===== src/rtl/adsr_envelope.sv =====
// Linear ADSR envelope generator, one step per audio sample (lrclk).
// Output is scaled so full level equals the downstream multiplier's unity gain, 2^(BITSIZE-2).
module adsr_envelope #(
  parameter int unsigned BITSIZE = 16,
  parameter int unsigned FRAC    = 8
) (
  input  logic                      lrclk,
  input  logic                      reset,
  input  logic                      gate,
  input  logic        [BITSIZE-1:0] attack,
  input  logic        [BITSIZE-1:0] decay,
  input  logic        [BITSIZE-1:0] sustain,
  input  logic        [BITSIZE-1:0] release_rate,
  output logic signed [BITSIZE-1:0] out,
  output logic                      active
);

  localparam int unsigned LW = BITSIZE + FRAC;
  localparam int unsigned SW = LW + 1;
  localparam logic [BITSIZE-1:0] UNITY = BITSIZE'(1) << (BITSIZE - 2);
  localparam logic [LW-1:0]      PEAK  = LW'(UNITY) << FRAC;

  typedef enum logic [2:0] {
    ST_IDLE    = 3'd0,
    ST_ATTACK  = 3'd1,
    ST_DECAY   = 3'd2,
    ST_SUSTAIN = 3'd3,
    ST_RELEASE = 3'd4
  } state_t;

  state_t          state;
  state_t          state_next;
  logic [LW-1:0]   level;
  logic [LW-1:0]   level_next;
  logic            gate_q;

  logic            rise;
  logic [BITSIZE-1:0] sus_clamp;
  logic [LW-1:0]   sus_level;
  logic [SW-1:0]   att_sum;
  logic [SW-1:0]   dec_floor;
  logic [SW-1:0]   level_wide;

  // Rate arithmetic, widened by one bit so sums cannot wrap
  always_comb begin
    rise       = gate & ~gate_q;
    sus_clamp  = (sustain > UNITY) ? UNITY : sustain;
    sus_level  = {sus_clamp, {FRAC{1'b0}}};
    level_wide = SW'(level);
    att_sum    = level_wide + SW'(attack);
    dec_floor  = SW'(sus_level) + SW'(decay);
  end

  // Next-state / next-level; a rising gate retriggers from the held level
  always_comb begin
    state_next = state;
    level_next = level;
    if (rise) begin
      state_next = ST_ATTACK;
    end else begin
      case (state)
        ST_IDLE: begin
          level_next = '0;
        end
        ST_ATTACK: begin
          if (!gate) begin
            state_next = ST_RELEASE;
          end else if ((attack == '0) || (att_sum >= SW'(PEAK))) begin
            level_next = PEAK;
            state_next = ST_DECAY;
          end else begin
            level_next = att_sum[LW-1:0];
          end
        end
        ST_DECAY: begin
          if (!gate) begin
            state_next = ST_RELEASE;
          end else if ((decay == '0) || (level_wide <= dec_floor)) begin
            level_next = sus_level;
            state_next = ST_SUSTAIN;
          end else begin
            level_next = level - LW'(decay);
          end
        end
        ST_SUSTAIN: begin
          if (!gate) begin
            state_next = ST_RELEASE;
          end else begin
            level_next = sus_level;
          end
        end
        ST_RELEASE: begin
          if ((release_rate == '0) || (level <= LW'(release_rate))) begin
            level_next = '0;
            state_next = ST_IDLE;
          end else begin
            level_next = level - LW'(release_rate);
          end
        end
        default: begin
          level_next = '0;
          state_next = ST_IDLE;
        end
      endcase
    end
  end

  always_ff @(posedge lrclk or posedge reset) begin
    if (reset) begin
      state  <= ST_IDLE;
      level  <= '0;
      gate_q <= 1'b0;
    end else begin
      state  <= state_next;
      level  <= level_next;
      gate_q <= gate;
    end
  end

  // Both outputs come straight from registers, so async reset clears them at once
  assign out    = $signed(level[LW-1:FRAC]);
  assign active = (state != ST_IDLE);

endmodule


===== config.mk =====
export PLATFORM = sky130hd
export DESIGN_NAME = adsr_envelope
export DESIGN_NICKNAME = d
export VERILOG_FILES = /design/src/rtl/adsr_envelope.sv
export SDC_FILE = /design/constraint.sdc
export NUM_CORES = 1
export LEC_CHECK = 0
export ABC_AREA = 1
export BUFFER_PORTS_ARGS = -buffer_cell sky130_fd_sc_hd__buf_2
export CORE_MARGIN = 2
export CORE_UTILIZATION = 48
export DETAILED_ROUTE_END_ITERATION = 10
export GPL_ROUTABILITY_DRIVEN = 0
export PLACE_DENSITY = 0.7
export SYNTH_ARGS = -nofsm -noshare
export SYNTH_HDL_FRONTEND = slang
export SYNTH_SLANG_ARGS = --single-unit

===== constraint.sdc =====
create_clock -name lrclk -period 2.24 [get_ports lrclk]
set_clock_uncertainty 0.05 [all_clocks]
set_input_delay 0.56 -clock lrclk [delete_from_list [all_inputs] [get_ports lrclk]]
set_output_delay 0.56 -clock lrclk [all_outputs]
set_load 0.01 [all_outputs]

== Word level (Yosys, flattened, before mapping) ==
Cells that the tools add are included.

* Output and inout bits: 17
* Register bits after elaboration: 28

* Equal/unequal tests: 12
* Reductions and logical operators: 10
* Magnitude comparators: 4
* $add $sub $neg: 4
* Bitwise operators: 3
* Muxes and demuxes: 16

{| class="wikitable"
|+ Operator list
! cell !! number
|-
| 24-bit 2-to-1 mux || 6
|-
| 24-bit one-hot mux with 4 select lines || 1
|-
| 24-bit by 16-bit adder with 25-bit output || 2
|-
| 16-bit logical NOT || 3
|-
| 24-bit by 16-bit subtractor with 24-bit output || 2
|-
| 25-bit by 23-bit greater-or-equal comparator with 1-bit output, second input constant || 1
|-
| 24-bit by 25-bit less-or-equal comparator with 1-bit output || 1
|-
| 24-bit by 16-bit less-or-equal comparator with 1-bit output || 1
|-
| 3-bit 2-to-1 mux || 7
|-
| 16-bit by 15-bit greater-than comparator with 1-bit output, second input constant || 1
|-
| 16-bit 2-to-1 mux || 1
|-
| 3-bit one-hot mux with 5 select lines || 1
|-
| 2-bit inequality test, second input constant || 4
|-
| 4-bit inequality test, second input constant || 2
|-
| 3-bit by 2-bit == test with 1-bit output, second input constant || 2
|-
| 3-bit inequality test, second input constant || 2
|-
| 5-bit AND reduction || 1
|-
| 4-bit AND reduction || 1
|-
| 3-bit by 1-bit == test with 1-bit output, second input constant || 1
|-
| 3-bit == test, second input constant || 1
|-
| 3-bit logical NOT || 1
|-
| 1-bit logical OR || 3
|-
| 3-bit nonzero test || 1
|-
| 1-bit NOT || 2
|-
| 1-bit AND || 1
|}

== Longest topological paths before layout ==
Gate-level depths: netlist of the first run.

* Word-level depth: 9
* Mapped depth: 35
* Mapped depth without buffers: 34

== Least setup slack after synthesis of the first run ==
No wires, ideal clock.

* Path kind: input to register
* Start point: input port sustain[12]
* End point: register level[18]
* Slack: -2.234 ns
* Stages: 33
* Library setup time: 0.116 ns
* Arrival: 4.307 ns
* Path buffers: 2
* Cells stage by stage: nor4_1 nand4_1 nand2_1 buf_2 nand2_1 inv_1 ha_1 inv_1 fa_1 nor2_1 nor2_1 o21ai_1 nand3_1 nand2_1 inv_1 nor3_2 nand2_1 xnor2_1 ha_1 nand2_1 inv_1 nand3_1 nor2_1 nand3b_1 nand2_1 inv_1 nand2_2 buf_4 nand2_1 nand3_1 nand3_2 nand2_1 nand2_1

* Longest elaborated chain between the ends: 8

{| class="wikitable"
|+ Ends and longest elaborated chain
! item !! RTL line !! text
|-
| start, declared || 12 || <nowiki>input logic [BITSIZE-1:0] sustain,</nowiki>
|-
| 16-bit by 15-bit greater-than comparator with 1-bit output || 47 || <nowiki>sus_clamp = (sustain > UNITY) ? UNITY : sustain;</nowiki>
|-
| 16-bit 2-to-1 mux * || 47 ||
|-
| 24-bit by 16-bit adder with 25-bit output || 51 || <nowiki>dec_floor = SW'(sus_level) + SW'(decay);</nowiki>
|-
| 24-bit by 25-bit less-or-equal comparator with 1-bit output || 78 || <nowiki>end else if ((decay == '0) || (level_wide <= dec_floor)) begin</nowiki>
|-
| 1-bit logical OR || 78 ||
|-
| 24-bit 2-to-1 mux || 78 ||
|-
| 24-bit 2-to-1 mux || 76 || <nowiki>if (!gate) begin</nowiki>
|-
| 24-bit one-hot mux with 4 select lines * || 61 || <nowiki>case (state)</nowiki>
|-
| end signal, assigned || 115 || <nowiki>level <= level_next;</nowiki>
|-
| end, declared || 33 || <nowiki>logic [LW-1:0] level;</nowiki>
|}

Every way passes the cells marked *; elsewhere a longest branch is shown, timed or not. The select of a mux whose other input is x is not followed.
A chain may end at the register's enable or synchronous reset.

== Final worst setup path of the first run ==
* Start point: input port sustain[13]
* End point: register level[18]

The elaborated chain is that of the path after synthesis.

==> results of run 1 <==
synth_stat cells, types with 2 or more instances:
| cell | instances | area, sq um |
|---|---|---|
| sky130_fd_sc_hd__nand2_1 | 490 | 1840 |
| sky130_fd_sc_hd__nor3_2 | 2 | 20.0 |
| sky130_fd_sc_hd__a21o_1 | 3 | 22.5 |
| sky130_fd_sc_hd__nand3_2 | 22 | 220 |
| sky130_fd_sc_hd__buf_4 | 19 | 143 |
| sky130_fd_sc_hd__buf_2 | 4 | 20.0 |
| sky130_fd_sc_hd__o21ai_0 | 14 | 70.1 |
| sky130_fd_sc_hd__nor2_4 | 3 | 33.8 |
| sky130_fd_sc_hd__inv_2 | 10 | 37.5 |
| sky130_fd_sc_hd__nand4_2 | 3 | 37.5 |
| sky130_fd_sc_hd__xnor2_1 | 21 | 184 |
| sky130_fd_sc_hd__nand4_1 | 33 | 206 |
| sky130_fd_sc_hd__xor2_1 | 28 | 245 |
| sky130_fd_sc_hd__nor2_2 | 9 | 56.3 |
| sky130_fd_sc_hd__nor4_1 | 8 | 50.1 |
| sky130_fd_sc_hd__o21bai_1 | 4 | 30.0 |
| sky130_fd_sc_hd__dfrtp_1 | 28 | 701 |
| sky130_fd_sc_hd__nor2_8 | 2 | 40.0 |
| sky130_fd_sc_hd__a31oi_1 | 3 | 18.8 |
| sky130_fd_sc_hd__nor3_1 | 14 | 70.1 |
| sky130_fd_sc_hd__nand3_1 | 107 | 536 |
| sky130_fd_sc_hd__a21oi_2 | 3 | 26.3 |
| sky130_fd_sc_hd__inv_1 | 194 | 728 |
| sky130_fd_sc_hd__nand2_2 | 12 | 75.1 |
| sky130_fd_sc_hd__clkbuf_1 | 4 | 15.0 |
| sky130_fd_sc_hd__nand3b_1 | 5 | 37.5 |
| sky130_fd_sc_hd__buf_6 | 7 | 78.8 |
| sky130_fd_sc_hd__nor2_1 | 157 | 589 |
| sky130_fd_sc_hd__fa_1 | 4 | 80.1 |
| sky130_fd_sc_hd__or2_1 | 2 | 12.5 |
| sky130_fd_sc_hd__ha_1 | 72 | 901 |
| sky130_fd_sc_hd__a21oi_1 | 48 | 240 |
| sky130_fd_sc_hd__or2_2 | 4 | 25.0 |
final timing paths:
check / end / start / slack (ps) / cells after the start
setup / recovery: level[18] / sustain[13] / -2290 / 33
hold / removal: level[22] / reset / 310 / 3
setup reg to reg: state[0] / level[0] / -500 / 18
hold reg to reg: level[22] / level[22] / 540 / 2
max in group asynchronous: level[4] / reset / 1530 / 3
min in group lrclk: gate_q / gate / 370 / 1
metrics by stage:
stage	setup slack, ps	util, %
2_1_floorplan	-2040	-
3_3_place_gp	-2520	66.3
3_5_place_dp	-2670	66.3
4_1_cts	-2110	68.7
5_1_grt	-2560	70.3
6_report	-2290	70.3
power breakdown:
part	switching [uW]	internal [uW]
sequential	233	648
combinational	4900	3530
clock	193	275
flip-flops by register name (all words and copies together) (netlist names):
signal,count
state,3
gate_q,1
level,24
timing repair:
item | CTS | global route
hold endpoints to repair | 0 | 0
cloned | 0 | 0
pin swaps | 45 | 40
setup buffers | 16 | 10
resized for setup | 43 | 44
endpoints found under the setup margin | 26 | 27
worst min-delay path, stage by stage:
cell                    delay (ps)
sky130_fd_sc_hd__buf_2          90
sky130_fd_sc_hd__inv_1          40
sky130_fd_sc_hd__buf_4         360
cells in the final DEF, fill, tap and decap left out, types with 5 or more instances in the layout:
cell type,count
sky130_fd_sc_hd__o21ai_0,12
sky130_fd_sc_hd__nor2_4,7
sky130_fd_sc_hd__nor2_1,148
sky130_fd_sc_hd__xor2_1,28
sky130_fd_sc_hd__nand3_1,96
sky130_fd_sc_hd__xnor2_1,21
sky130_fd_sc_hd__ha_1,68
sky130_fd_sc_hd__nand3_2,32
sky130_fd_sc_hd__a21oi_2,7
sky130_fd_sc_hd__nand3b_1,5
sky130_fd_sc_hd__dfrtp_1,28
sky130_fd_sc_hd__nor2_2,14
sky130_fd_sc_hd__nand4_1,33
sky130_fd_sc_hd__inv_2,17
sky130_fd_sc_hd__buf_6,10
sky130_fd_sc_hd__a21oi_1,43
sky130_fd_sc_hd__nor3_1,12
sky130_fd_sc_hd__nand2_1,467
sky130_fd_sc_hd__nand2_2,29
sky130_fd_sc_hd__inv_1,186
sky130_fd_sc_hd__buf_2,81
sky130_fd_sc_hd__buf_4,291
sky130_fd_sc_hd__nand2_4,6
cells by family after synthesis:
group	count (synthesis)	synth area share (%)
xor gates and xnor gates	49	5.73
AOI/OAI and AO/OA	79	5.81
DFF	28	9.36
buffers and inverters	240	14.0
and+or+nand+nor	877	51.9
adders and majority gates	76	13.1
other	1	0.0501
final cells by class:
cell class,instances,area [sq um]
sequential,28,701
tap,188,235
fill,1311,4520
multi-input combinational,1082,6090
clock buffer,4,88.8
timing repair buffer,387,2800
inverter,204,768
metal layers:
metal / vias to the layer above / GRT usage (%)
li1: 4965 / -
met1: 4445 / 43.3
met2: 441 / 59.1
met3: 85 / 3.28
met4: 0 / 14.0
met5: - / 0
==> impl_results.html, run 1 <==
<table>
<tr><th>Metric</th><th>Value</th></tr>
<tr><th colspan="2">CTS</th></tr>
<tr><td>Htree depth</td><td>1</td></tr>
<tr><td>Clock buffers created by TritonCTS</td><td>3</td></tr>
<tr><td>Maximum number of buffers from clock root to sink</td><td>2</td></tr>
<tr><td>Num Clock Sinks</td><td>28</td></tr>
<tr><td>Count of hold-fix buffers inserted at cts</td><td>0</td></tr>
<tr><td>Clock latency on the worst-skew pair</td><td>~270 ps</td></tr>
<tr><td>Clock tree from TritonCTS</td><td>yes</td></tr>
<tr><td>Reg clk slew, reported paths</td><td>roughly 70 ps</td></tr>
<tr><td>Cell at the root of the clock tree</td><td>sky130_fd_sc_hd__clkbuf_16</td></tr>
<tr><th colspan="2">GRT</th></tr>
<tr><td>Grt ovf</td><td>0</td></tr>
<tr><td>Number of antenna violations at the first check in global routing</td><td>0</td></tr>
<tr><td>Total routing usage reported by global routing</td><td>34.1%</td></tr>
<tr><td>First-pass GRT wire length</td><td>around 45 mm</td></tr>
<tr><td>Number of global-route vias before repair</td><td>9,457</td></tr>
<tr><td>Largest net degree at the start of global routing</td><td>29</td></tr>
<tr><th colspan="2">STA</th></tr>
<tr><td>Worst Max-Slew Pin Slew</td><td>about 640 ps</td></tr>
<tr><td>Final critical-path required period</td><td>roughly 4500 ps</td></tr>
<tr><td>Final critical-path share of the clock period</td><td>202%</td></tr>
<tr><td>Pins over their slew limit</td><td>0</td></tr>
<tr><td>Sum Neg Setup Slack</td><td>-58,290 ps</td></tr>
<tr><td>Final Hold Violating Endpoints</td><td>0</td></tr>
<tr><td>Final setup viols</td><td>26</td></tr>
<tr><td>Unrepaired setup endpoints after global routing</td><td>true</td></tr>
<tr><td>Relative max-transition margin</td><td>57.5%</td></tr>
<tr><td>Worst hold slack across all endpoints</td><td>slightly above 300 ps</td></tr>
<tr><td>Minimum setup slack in the final design</td><td>-2290 ps</td></tr>
<tr><td>Achievable clock frequency</td><td>roughly 220 MHz</td></tr>
<tr><th colspan="2">Detailed routing</th></tr>
<tr><td>Wire length on met2</td><td>between 10 and 15 mm</td></tr>
<tr><td>Sum of routed wire length over all layers</td><td>~29 mm</td></tr>
<tr><td>Residual DRC count</td><td>0</td></tr>
<tr><td>Initial drt markers</td><td>around 910</td></tr>
<tr><td>First-pass iteration count of the detailed router</td><td>6</td></tr>
<tr><td>Total length of routed met3 wires</td><td>2.22 mm</td></tr>
<tr><td>Highest routing layer actually used</td><td>met4</td></tr>
<tr><td>Average wire per cell in the routed design</td><td>15.1 um</td></tr>
<tr><td>Residual antenna-violating net count after detailed routing</td><td>0</td></tr>
<tr><td>Met1 layer wirelength in the final routing</td><td>between 10 and 15 mm</td></tr>
<tr><td>Overall via count from detail_route</td><td>just under 10,000</td></tr>
<tr><td>Routed via count divided by cell count</td><td>~5.2</td></tr>
<tr><th colspan="2">Worst setup path</th></tr>
<tr><td>Critical path capture point type</td><td>flop</td></tr>
<tr><td>Kind of cell adding the most delay to the critical path</td><td>simple AND/OR/NAND/NOR gates</td></tr>
<tr><td>Count of buffer and inverter cells on the critical path</td><td>7</td></tr>
<tr><td>Endpoint required time on the critical path</td><td>2410 ps</td></tr>
<tr><td>Slowest CP cell</td><td>sky130_fd_sc_hd__fa_2</td></tr>
<tr><td>Highest fanout seen on the critical path</td><td>5</td></tr>
<tr><td>Critical path type</td><td>in -&gt; reg</td></tr>
<tr><td>Largest stage delay, worst path</td><td>roughly 340 ps</td></tr>
<tr><td>Startpoint type of the worst setup path</td><td>input port</td></tr>
<tr><td>Endpoint arrival time on the critical path</td><td>4700 ps</td></tr>
<tr><th colspan="2">Placement</th></tr>
<tr><td>HPWL reported at the end of detailed placement</td><td>between 20 and 25 mm</td></tr>
<tr><td>Number of cells in the design after placement</td><td>approximately 1,900</td></tr>
<tr><td># port buffers</td><td>just over 80</td></tr>
<tr><td>Placed Area</td><td>a little over 10,000 sq um</td></tr>
<tr><th colspan="2">Logic synthesis</th></tr>
<tr><td>Number of warnings reported in the yosys synthesis log</td><td>0</td></tr>
<tr><td>Portion of the post-synthesis area used by sequential elements</td><td>under 10%</td></tr>
<tr><td>Number of library cell types mapped by synthesis</td><td>44</td></tr>
<tr><td>Post-Synthesis Cells</td><td>1,350</td></tr>
<tr><td>Flop and latch count out of synthesis</td><td>28</td></tr>
<tr><td>Most used DFF post-synth</td><td>sky130_fd_sc_hd__dfrtp_1</td></tr>
<tr><td>Count of flip-flops with a built-in enable after synthesis</td><td>0</td></tr>
<tr><td>Synth Net Count</td><td>around 1,500</td></tr>
<tr><td>Post-synthesis async set-or-reset flop share</td><td>100%</td></tr>
<tr><td>Average size of a mapped cell</td><td>5.55 sq um</td></tr>
<tr><td>Mapped Area</td><td>7490 sq um</td></tr>
<tr><th colspan="2">Outcome</th></tr>
<tr><td>Violations in the final reports</td><td>setup timing</td></tr>
<tr><td>Result of the run</td><td>finished, violations left</td></tr>
<tr><th colspan="2">Cells and area</th></tr>
<tr><td>ANT cells</td><td>0</td></tr>
<tr><td>Proportion of layout cells with a drive suffix above 1</td><td>about 31%</td></tr>
<tr><td>Final cell count without fillers</td><td>approximately 1,900</td></tr>
<tr><td>Cell area after layout</td><td>between 10,000 and 15,000 sq um</td></tr>
<tr><td>Area Growth Syn to Fin</td><td>42.7%</td></tr>
<tr><td>Final net count</td><td>1,849</td></tr>
<tr><th colspan="2">Die</th></tr>
<tr><td>Core area</td><td>between 15,000 and 20,000 sq um</td></tr>
<tr><td>Starting density of the core</td><td>between 40% and 50%</td></tr>
<tr><td>Count of pins on the block boundary</td><td>84</td></tr>
<tr><td>DIE AREA</td><td>roughly 17,000 sq um</td></tr>
<tr><td>Height of the die</td><td>129 um</td></tr>
<tr><td>Row count</td><td>45</td></tr>
<tr><td>Die outline width</td><td>129 um</td></tr>
<tr><th colspan="2">Pwr</th></tr>
<tr><td>Maximum ir drop on the vdd rail</td><td>~0.6 mV</td></tr>
<tr><td>Total power divided by cell area</td><td>915 nW/um^2</td></tr>
<tr><td>Static leakage power</td><td>about 0.0065 uW</td></tr>
<tr><td>Overall power consumption</td><td>slightly below 10,000 uW</td></tr>
<tr><th colspan="2">Min path</th></tr>
<tr><td>Worst hold-check path type</td><td>in -&gt; async</td></tr>
<tr><th colspan="2">Flow run</th></tr>
<tr><td>Count of maximum capacitance violations</td><td>0</td></tr>
</table>
Note: power is estimated with default switching activity, not from simulation.
==> run 2, diff against run 1 <==
- MAX_ROUTING_LAYER: default -> met4
==> run 2 against run 1 <==
- via count up 0.15%
- critical path type unchanged
- non-clock buffer count unchanged
- register-to-register slack about the same
- cell count unchanged
- largest power group unchanged
- the flow still finishes with violations (setup timing)
- clock-buffer cell count unchanged
- routed wire length up 0.23%
- global-route usage up 1.0 points
==> impl_results.html, run 2 (synthesis results as in run 1) <==
<table>
<tr><th>Metric</th><th>Value</th></tr>
<tr><th colspan="2">Outcome</th></tr>
<tr><td>Result of the run</td><td>finished, violations left</td></tr>
<tr><td>Violations in the final reports</td><td>setup timing</td></tr>
<tr><th colspan="2">Cells and area</th></tr>
<tr><td>Fill cells</td><td>about 1,300</td></tr>
<tr><td>Cell area after layout</td><td>roughly 11,000 sq um</td></tr>
<tr><td>Area Growth Syn to Fin</td><td>42.7%</td></tr>
<tr><td>Commonest non-fill, non-tap cell in the layout</td><td>sky130_fd_sc_hd__nand2_1</td></tr>
<tr><td>Largest registers in the final layout</td><td>level x24, state x3, gate_q x1</td></tr>
<tr><td>Proportion of layout cells with a drive suffix above 1</td><td>31.3%</td></tr>
<tr><td>Largest Register</td><td>level</td></tr>
<tr><td>Final net count</td><td>around 1,800</td></tr>
<tr><td>Max FFs per register</td><td>24</td></tr>
<tr><td>Commonest cells after routing, fill and taps aside</td><td>sky130_fd_sc_hd__nand2_1 (467), sky130_fd_sc_hd__buf_4 (291), sky130_fd_sc_hd__inv_1 (186), sky130_fd_sc_hd__nor2_1 (148), sky130_fd_sc_hd__nand3_1 (96)</td></tr>
<tr><td>ANT cells</td><td>0</td></tr>
<tr><th colspan="2">GRT</th></tr>
<tr><td>Most congested layer reported by global routing</td><td>met2</td></tr>
<tr><td>Number of antenna violations at the first check in global routing</td><td>0</td></tr>
<tr><td>Met2 demand-to-capacity share in global routing</td><td>around three fifths</td></tr>
<tr><td>Grt ovf</td><td>0</td></tr>
<tr><td>Largest net degree at the start of global routing</td><td>29</td></tr>
<tr><td>Met1 Use GR</td><td>a little over two fifths</td></tr>
<tr><td>Met3 Usage GRT</td><td>3.33%</td></tr>
<tr><td>Total routing usage reported by global routing</td><td>35.1%</td></tr>
<tr><td>First-pass GRT wire length</td><td>between 40 and 50 mm</td></tr>
<tr><td>Number of global-route vias before repair</td><td>~9,500</td></tr>
<tr><th colspan="2">Detailed routing</th></tr>
<tr><td>Routed via count divided by cell count</td><td>between 5 and 6</td></tr>
<tr><td>Overall via count from detail_route</td><td>between 9,000 and 10,000</td></tr>
<tr><td>Initial drt markers</td><td>870</td></tr>
<tr><td>Residual antenna-violating net count after detailed routing</td><td>0</td></tr>
<tr><td>Residual DRC count</td><td>0</td></tr>
<tr><td>Sum of routed wire length over all layers</td><td>between 20 and 30 mm</td></tr>
<tr><td>First-pass iteration count of the detailed router</td><td>5</td></tr>
<tr><td>Average wire per cell in the routed design</td><td>approximately 15 um</td></tr>
<tr><th colspan="2">CTS</th></tr>
<tr><td>Htree depth</td><td>1</td></tr>
<tr><td>Reg clk slew, reported paths</td><td>80 ps</td></tr>
<tr><td>Clock tree from TritonCTS</td><td>yes</td></tr>
<tr><td>Clock buffers created by TritonCTS</td><td>3</td></tr>
<tr><td>Count of hold-fix buffers inserted at cts</td><td>0</td></tr>
<tr><td>Cell at the root of the clock tree</td><td>sky130_fd_sc_hd__clkbuf_16</td></tr>
<tr><td>Maximum number of buffers from clock root to sink</td><td>2</td></tr>
<tr><td>Clock latency on the worst-skew pair</td><td>approximately 270 ps</td></tr>
<tr><td>Num Clock Sinks</td><td>28</td></tr>
<tr><th colspan="2">Die</th></tr>
<tr><td>Starting density of the core</td><td>around half</td></tr>
<tr><td>DIE AREA</td><td>around 17,000 sq um</td></tr>
<tr><td>Row count</td><td>45</td></tr>
<tr><td>Count of pins on the block boundary</td><td>84</td></tr>
<tr><td>Die outline width</td><td>129 um</td></tr>
<tr><td>Height of the die</td><td>between 100 and 150 um</td></tr>
<tr><td>Core area</td><td>about 15,000 sq um</td></tr>
<tr><th colspan="2">STA</th></tr>
<tr><td>Achievable clock frequency</td><td>approximately 220 MHz</td></tr>
<tr><td>Minimum setup slack in the final design</td><td>-2300 ps</td></tr>
<tr><td>Worst hold slack across all endpoints</td><td>~310 ps</td></tr>
<tr><td>Worst Max-Slew Pin Slew</td><td>around 640 ps</td></tr>
<tr><td>Final setup viols</td><td>26</td></tr>
<tr><td>Pins over their slew limit</td><td>0</td></tr>
<tr><td>Sum Neg Setup Slack</td><td>-58,510 ps</td></tr>
<tr><td>Final Hold Violating Endpoints</td><td>0</td></tr>
<tr><td>Unrepaired setup endpoints after global routing</td><td>true</td></tr>
<tr><td>Relative max-transition margin</td><td>between 50% and 60%</td></tr>
<tr><td>Final critical-path share of the clock period</td><td>203%</td></tr>
<tr><td>Final critical-path required period</td><td>approximately 4500 ps</td></tr>
<tr><th colspan="2">Placement</th></tr>
<tr><td>Placed Area</td><td>approximately 10,000 sq um</td></tr>
<tr><td># port buffers</td><td>between 80 and 90</td></tr>
<tr><td>HPWL reported at the end of detailed placement</td><td>approximately 24 mm</td></tr>
<tr><td>Post-placement setup slack</td><td>-2670 ps</td></tr>
<tr><th colspan="2">Pwr</th></tr>
<tr><td>Static leakage power</td><td>between 0.006 and 0.007 uW</td></tr>
<tr><td>Pint</td><td>approximately 4500 uW</td></tr>
<tr><td>Maximum ir drop on the vdd rail</td><td>roughly 0.60 mV</td></tr>
<tr><td>Share of total power in combinational logic</td><td>86.2%</td></tr>
<tr><td>Total power divided by cell area</td><td>about 920 nW/um^2</td></tr>
<tr><td>Clock network fraction of design power</td><td>under 10%</td></tr>
<tr><td>Relative contribution of sequential cells to total power</td><td>roughly 9.0%</td></tr>
<tr><td>Overall power consumption</td><td>slightly below 10,000 uW</td></tr>
<tr><td>Switching power</td><td>approximately 5300 uW</td></tr>
<tr><td>Switching portion of total power</td><td>a little over half</td></tr>
<tr><th colspan="2">Worst setup path</th></tr>
<tr><td>Critical path type</td><td>in -&gt; reg</td></tr>
<tr><td>Most used cell, CP</td><td>sky130_fd_sc_hd__nand2_1</td></tr>
<tr><td>Highest fanout seen on the critical path</td><td>7</td></tr>
<tr><td>Endpoint arrival time on the critical path</td><td>around 4700 ps</td></tr>
<tr><td>Largest stage delay, worst path</td><td>340 ps</td></tr>
<tr><td>Slowest CP cell</td><td>sky130_fd_sc_hd__fa_2</td></tr>
<tr><td>Startpoint type of the worst setup path</td><td>input port</td></tr>
<tr><td>Critical path capture point type</td><td>flop</td></tr>
<tr><td>Endpoint required time on the critical path</td><td>2360 ps</td></tr>
<tr><th colspan="2">Min path</th></tr>
<tr><td>Worst hold-check path type</td><td>in -&gt; async</td></tr>
<tr><th colspan="2">Flow run</th></tr>
<tr><td>Count of maximum capacitance violations</td><td>0</td></tr>
</table>
## run 2: cell counts in the layout (fill, tap and decap cells not counted)
Identical to the previous run, type by type.
## run 2: path summary, 6_finish.rpt
path | start | end | slack, ps | cells past startpoint
hold / removal | reset | level[21] | 310 | 3
max in group asynchronous | reset | level[4] | 1530 | 3
hold reg to reg | level[22] | level[22] | 530 | 2
min in group lrclk | gate | gate_q | 370 | 1
setup reg to reg | level[0] | state[0] | -510 | 18
setup / recovery | sustain[14] | level[10] | -2300 | 35
## run 2: metrics by stage
stage | cells | utilization (%)
3_3_place_gp | 1865 | 66.3
5_1_grt | 1893 | 70.3
3_5_place_dp | 1865 | 66.3
6_report | 1893 | 70.3
4_1_cts | 1884 | 68.7
2_1_floorplan | 1350 | -
## run 2: cell type report
class                           instances  area, sq um  area share [%]
Clock buffer                            4         88.8           0.831
Inverter                              204          768            7.19
Multi-Input combinational cell       1082         6090            57.0
Sequential cell                        28          701            6.56
Tap cell                              188          235            2.20
Timing Repair Buffer                  387         2800            26.2
## run 2: what timing repair did
action                     CTS  global route
resized for setup           43            44
cloned                       0             0
pin swaps                   45            40
buffers inserted            16            10
setup endpoints to repair   26            27
## run 2: power groups by stage
stage | Clock (uW) | Combinational, uW | Sequential, uW
2_1_floorplan | 0 | 4910 | 809
3_3_place_gp | 0 | 7530 | 873
3_5_place_dp | 0 | 7650 | 875
4_1_cts | 463 | 7900 | 865
5_1_grt | 488 | 9210 | 892
6_report | 469 | 8430 | 885
## run 2: metal layers
layer | vias to the layer above | share of wire [%]
met5 | - | 0
met4 | 0 | 4.9
met3 | 87 | 7.2
met2 | 427 | 46
met1 | 4474 | 42
li1 | 4963 | -
## run 2: critical path: cells and delay by family
kind | cells | cell delay (ps)
simple gates | 21 | 2260
xor+xnor | 1 | 140
compound gates | 1 | 160
fa+ha+maj | 3 | 770
buf+inv | 9 | 760
